### src/rtl/max_argmax_seq_pkg.sv
// -----------------------------------------------------------------------------
// max_argmax_seq_pkg
//   Shared ALU package for the max/argmax reduction controller.
//   Holds the controller FSM state encoding and the default element and
//   length widths.
// -----------------------------------------------------------------------------
package max_argmax_seq_pkg;

   // Reduction controller FSM encoding.
   typedef enum logic [1:0] {
      ST_IDLE = 2'd0,
      ST_RUN  = 2'd1,
      ST_DONE = 2'd2
   } state_t;

   // Default data element width and vector length / index width.
   localparam int DEF_LEN   = 8;
   localparam int DEF_CNT_W = 8;

endpackage : max_argmax_seq_pkg

### src/rtl/max_argmax_seq_comp.sv
// -----------------------------------------------------------------------------
// comp
//   ALU magnitude comparator. Purely combinational, unsigned ordering.
//
//   Ports:
//     in1  in  LEN  first operand
//     in2  in  LEN  second operand
//     out  out 1    1 when in1 < in2 (unsigned)
// -----------------------------------------------------------------------------
module comp #(
   parameter int LEN = 8
) (
   input  logic [LEN-1:0] in1,
   input  logic [LEN-1:0] in2,
   output logic           out
);

   assign out = (in1 < in2);

endmodule : comp

### src/rtl/max_argmax_seq.sv
// -----------------------------------------------------------------------------
// max_argmax_seq
//   Sequential max/argmax reduction over a streamed vector. A start command
//   carries the vector length; elements arrive one per cycle over a
//   valid/ready handshake. The running best value and its index are kept
//   and, after the last element, copied to max_out/idx_out while done
//   pulses for one cycle.
//
//   Build option:
//     SIGNED_CMP_EN  when defined, elements are two's complement. Both
//                    comparator operands get their MSB inverted, turning the
//                    unsigned comparator into a signed one. Stored values
//                    stay unbiased.
//
//   Ports:
//     clk        in   1      clock, all state on rising edge
//     reset      in   1      asynchronous, active-high reset
//     start      in   1      command pulse, sampled only in IDLE
//     vec_len    in   CNT_W  element count, sampled with start
//     in_data    in   LEN    stream element
//     in_valid   in   1      in_data valid
//     in_ready   out  1      element accepted this cycle if in_valid
//     max_out    out  LEN    best value of the last completed vector
//     idx_out    out  CNT_W  0-based index of max_out
//     done       out  1      one-cycle result-valid pulse
//     busy       out  1      high in RUN and DONE
//     dbg_state  out  2      current FSM state (debug observation)
//
//   Handshake: an element transfers on a rising edge where in_valid and
//   in_ready are both high; in_valid low is a stall and changes nothing.
// -----------------------------------------------------------------------------
module max_argmax_seq
   import max_argmax_seq_pkg::*;
#(
   parameter int LEN   = DEF_LEN,
   parameter int CNT_W = DEF_CNT_W
) (
   input  logic             clk,
   input  logic             reset,
   input  logic             start,
   input  logic [CNT_W-1:0] vec_len,
   input  logic [LEN-1:0]   in_data,
   input  logic             in_valid,
   output logic             in_ready,
   output logic [LEN-1:0]   max_out,
   output logic [CNT_W-1:0] idx_out,
   output logic             done,
   output logic             busy,
   output logic [1:0]       dbg_state
);

   state_t           r_state;
   state_t           w_next_state;
   logic [CNT_W-1:0] r_len;
   logic [CNT_W-1:0] r_count;
   logic [LEN-1:0]   r_best;
   logic [CNT_W-1:0] r_best_idx;
   logic [LEN-1:0]   r_max;
   logic [CNT_W-1:0] r_idx;

   logic [LEN-1:0]   w_cmp_a;
   logic [LEN-1:0]   w_cmp_b;
   logic             w_lt;
   logic             w_accept;
   logic             w_last;
   logic             w_take;

`ifdef SIGNED_CMP_EN
   // Flipping the sign bit maps two's complement order onto unsigned order.
   assign w_cmp_a = {~r_best[LEN-1],  r_best[LEN-2:0]};
   assign w_cmp_b = {~in_data[LEN-1], in_data[LEN-2:0]};
`else
   assign w_cmp_a = r_best;
   assign w_cmp_b = in_data;
`endif

   comp #(.LEN(LEN)) u_comp (
      .in1 (w_cmp_a),
      .in2 (w_cmp_b),
      .out (w_lt)
   );

   assign w_accept = (r_state == ST_RUN) && in_valid;
   assign w_last   = (r_count == (r_len - CNT_W'(1)));
   // First element always loads; later ones only when strictly greater,
   // so ties keep the earlier index.
   assign w_take   = (r_count == '0) || w_lt;

   // Outputs decode straight from state so reset clears them at once.
   assign in_ready  = (r_state == ST_RUN);
   assign done      = (r_state == ST_DONE);
   assign busy      = (r_state != ST_IDLE);
   assign max_out   = r_max;
   assign idx_out   = r_idx;
   assign dbg_state = r_state;

   always_ff @(posedge clk or posedge reset) begin
      if (reset) r_state <= ST_IDLE;
      else       r_state <= w_next_state;
   end

   always_comb begin
      w_next_state = r_state;
      case (r_state)
         ST_IDLE: begin
            if (start) w_next_state = (vec_len != '0) ? ST_RUN : ST_DONE;
         end
         ST_RUN: begin
            if (w_accept && w_last) w_next_state = ST_DONE;
         end
         ST_DONE: w_next_state = ST_IDLE;
         default: w_next_state = ST_IDLE;
      endcase
   end

   always_ff @(posedge clk or posedge reset) begin
      if (reset) begin
         r_len      <= '0;
         r_count    <= '0;
         r_best     <= '0;
         r_best_idx <= '0;
         r_max      <= '0;
         r_idx      <= '0;
      end else if ((r_state == ST_IDLE) && start) begin
         if (vec_len != '0) begin
            r_len   <= vec_len;
            r_count <= '0;
         end else begin
            r_max <= '0;
            r_idx <= '0;
         end
      end else if (w_accept) begin
         r_count <= r_count + CNT_W'(1);
         if (w_take) begin
            r_best     <= in_data;
            r_best_idx <= r_count;
         end
         if (w_last) begin
            r_max <= w_take ? in_data : r_best;
            r_idx <= w_take ? r_count : r_best_idx;
         end
      end
   end

endmodule : max_argmax_seq

### config.mk
export PLATFORM = sky130hd
export DESIGN_NAME = max_argmax_seq
export DESIGN_NICKNAME = d
export VERILOG_FILES = /design/src/rtl/max_argmax_seq_pkg.sv /design/src/rtl/max_argmax_seq_comp.sv /design/src/rtl/max_argmax_seq.sv
export SDC_FILE = /design/constraint.sdc
export NUM_CORES = 1
export LEC_CHECK = 0
export CAP_MARGIN = 20
export CELL_PAD_IN_SITES_DETAIL_PLACEMENT = 1
export CELL_PAD_IN_SITES_GLOBAL_PLACEMENT = 1
export CORE_MARGIN = 5
export CORE_UTILIZATION = 42
export DETAILED_ROUTE_END_ITERATION = 12
export MAX_ROUTING_LAYER = met4
export PLACE_DENSITY = 0.77
export SYNTH_ARGS = -nofsm -noshare
export SYNTH_HDL_FRONTEND = slang
export SYNTH_SLANG_ARGS = --single-unit
### constraint.sdc
create_clock -name clk -period 2.9 [get_ports clk]
set_clock_uncertainty 0.05 [all_clocks]
set_input_delay 0.58 -clock clk [delete_from_list [all_inputs] [get_ports clk]]
set_output_delay 0.58 -clock clk [all_outputs]
set_load 0.01 [all_outputs]
==> impl_metrics.json <==
{
  "outcome": "complete, no violations",
  "number_of_cells_produced_by_synthesis": 245,
  "synthesis.yosys.warnings": 0,
  "synth_ff_type": "sky130_fd_sc_hd__dfrtp_1",
  "placeableCoreArea_um2": 6314,
  "total_global_route_track_usage": 0.1706,
  "routed_wire_length_um": 6374,
  "cell_internal_pwr_mw": 1.894,
  "drt.antenna.violating_nets": 0,
  "crit_fanout": 6,
  "critical-path-slowest-cell": "sky130_fd_sc_hd__clkdlybuf4s50_1",
  "nets": 321,
  "report.final.setup_viol": 0,
  "placed_cell_area_um2": 3224,
  "worst_skew_pair.late_latency_ns": 0.31,
  "grt_first_pass_wirelength_um": 11210,
  "pin_count_of_the_biggest_net_entering_global_routing": 33,
  "yosysSeqAreaShare": 0.4632,
  "start_util": 0.4279,
  "synthXorXnorAreaFrac": 0.04817,
  "p_total_mw": 3.042,
  "antenna_found_initial": 0,
  "category_of_the_critical_setup_timing_path": "in -> reg",
  "final_common_cell": "sky130_fd_sc_hd__dfrtp_1",
  "via_count_of_the_first_global_routing_pass": 2314,
  "slew_headroom": 0.5436,
  "numClockSinks": 50,
  "clk_root_buffer_cell": "sky130_fd_sc_hd__clkbuf_8",
  "period_share": 0.9352,
  "post_synth_net_total": 275,
  "power_switching_mw": 1.148,
  "antenna_cells": 0,
  "port_buffers": 40,
  "seq_power_share": 0.389,
  "finalCoreUtilization": 0.5252,
  "layout.cells.most_common_list": "sky130_fd_sc_hd__dfrtp_1, sky130_fd_sc_hd__clkdlybuf4s50_1, sky130_fd_sc_hd__mux2i_1",
  "simple_gate_fraction_of_synth_area": 0.1135,
  "cp.arrival_ns": 2.85,
  "design_area_um2": 3316,
  "cts_htree_levels": 2,
  "drv_slew": 0,
  "worst_setup_hold_path_clk_slew_ns": 0.09,
  "grt_overflow_total": 0,
  "dieWidth_um": 90.20,
  "layout-drive-gt1-share": 0.1164,
  "cts_buffer_depth": 2,
  "dp_worst_setup_slack_ns": -0.1025,
  "power_per_cell_area_nw_per_um2": 917.4,
  "viasPerCell": 5.396,
  "drcViolationCount": 0,
  "switching_share": 0.3774,
  "timing.final.hold_violations": 0,
  "min-delay-path-class": "reg -> reg",
  "synth-edff-count": 0,
  "fp.dieArea_um2": 8136,
  "type_of_element_launching_the_critical_path": "input port",
  "maxClockFrequency_mhz": 368.7,
  "cts_setup_buffers": 0,
  "async_reset_ff_frac": 1.000,
  "vdd_ir_drop_max_uv": 413.5,
  "hold-worst-slack_ns": 0.4488,
  "ys_types": 41,
  "core.rowCount": 29,
  "synth_top_family_by_area": "multiplexers",
  "detailroute.via_count": 1991,
  "die_height_um": 90.20,
  "timing.critical_path.to_type": "flop",
  "dpl.hpwl_um": 4764,
  "timing_worst_slew_pin_value_ns": 0.6837,
  "cap_violations": 0,
  "combinationalPowerShare": 0.472,
  "detail_route.iter0.violations": 78,
  "final_critical_path_setup_slack_ns": 0.1878,
  "cts_buf_count": 5,
  "drt-pass1-iter-count": 4,
  "synth.ff_latch_count": 50,
  "finalWeightedCongestion": 0.7993,
  "critical-path-max-stage-delay_ns": 0.50,
  "avgSynthCellArea_um2": 11.03,
  "power.static_leakage_nw": 1.622,
  "final_period_minus_worst_setup_slack_ns": 2.712,
  "pin_count": 41,
  "pwr-share-clk": 0.139,
  "cts_resized": 0,
  "cts.hold.buffers_added": 0,
  "grt_setup_unrepaired": "no",
  "syn_area_um2": 2701,
  "clock_tree_from_tritoncts": "done",
  "synth_area_in_compound_gates": 0.07179,
  "avgRoutedWirePerCell_um": 17.27,
  "synthMuxAreaShare": 0.2061,
  "areaGrowthSynthToFinish_pct": 22.74,
  "post_synth_fa_ha_maj_area_fraction": 0.04632,
  "timing.critical_path.cells": "clkdlybuf4s50_1 > inv_1 > ha_1 > a2111oi_2 > nor3_1 > o31ai_4 > and2_1 > buf_4 > mux2_1",
  "worstPathRequired_ns": 3.04
}
==> area by class of cell <==
cell class | instances | area, µm²
Tap cell | 77 | 96.34
Clock buffer | 7 | 86.33
Sequential cell | 50 | 1251
Timing Repair Buffer | 52 | 515.5
Multi-Input combinational cell | 169 | 1313
Fill cell | 713 | 2998
Inverter | 13 | 48.80
Clock inverter | 1 | 5.005
==> path summary, 6_finish.rpt <==
path / endpoint / startpoint / cells after the start / slack [ns]
max: r_best_idx[1] / in_data[1] / 9 / 0.19
min: r_best_idx[1] / r_best_idx[1] / 1 / 0.45
max reg2reg: r_best_idx[1] / r_best[1] / 7 / 0.63
min reg2reg: r_best_idx[1] / r_best_idx[1] / 1 / 0.45
max in group asynchronous: r_best[1] / reset / 3 / 1.54
min in group asynchronous: max_out[6] / reset / 2 / 0.64
==> kinds of logic after synthesis <==
family | Yosys count
simple gates | 65
mux | 53
compound gates | 27
flops | 50
buf+inv | 26
xor+xnor | 14
fa+ha+maj | 10
==> per-stage QoR <==
step,TNS (ns),instances
after floorplan,0,245
after global placement,-0.02009,361
after detailed placement,-1.749,361
after CTS,0,369
after global routing,0,369
final,0,369
==> flip-flops by register name, indices dropped and copies added (netlist names) <==
register	flops
r_best	8
r_best_idx	8
idx_out	8
r_count	8
dbg_state	2
r_len	8
max_out	8
==> power groups by stage <==
stage	clock, mW	combinational, mW	sequential [mW]
after detailed placement	0	1.45	1.20
after global routing	0.469	1.60	1.22
after floorplan	0	1.02	1.13
after global placement	0	1.39	1.18
final	0.423	1.44	1.18
after CTS	0.439	1.46	1.19
==> Yosys cell counts (7+ instances only) <==
library cell,instances,area [µm²]
sky130_fd_sc_hd__o21ai_0,9,45.04
sky130_fd_sc_hd__inv_1,13,48.80
sky130_fd_sc_hd__mux2_2,11,123.9
sky130_fd_sc_hd__mux2_1,10,112.6
sky130_fd_sc_hd__ha_1,10,125.1
sky130_fd_sc_hd__mux2i_1,32,320.3
sky130_fd_sc_hd__nand2_1,29,108.9
sky130_fd_sc_hd__dfrtp_1,50,1251
sky130_fd_sc_hd__clkbuf_1,7,26.28
sky130_fd_sc_hd__nor2_1,11,41.29
sky130_fd_sc_hd__xor2_1,8,70.07
==> per-layer routing <==
metal | vias to the layer above | part of all wire | GRT usage
met5 | - | 0 | -
met4 | 0 | 0.016 | 0.04963
met3 | 12 | 0.032 | 0.02922
met1 | 995 | 0.43 | 0.1978
met2 | 42 | 0.52 | 0.3018
li1 | 942 | - | -
==> critical path: cells and delay by family <==
family	cells	cell delay (ns)
buffers and inverters	3	0.73
AOI/OAI and AO/OA	2	0.54
and+or+nand+nor	2	0.35
muxes	1	0.33
adders and majority gates	1	0.31
Power figures use the tool's default switching activity.
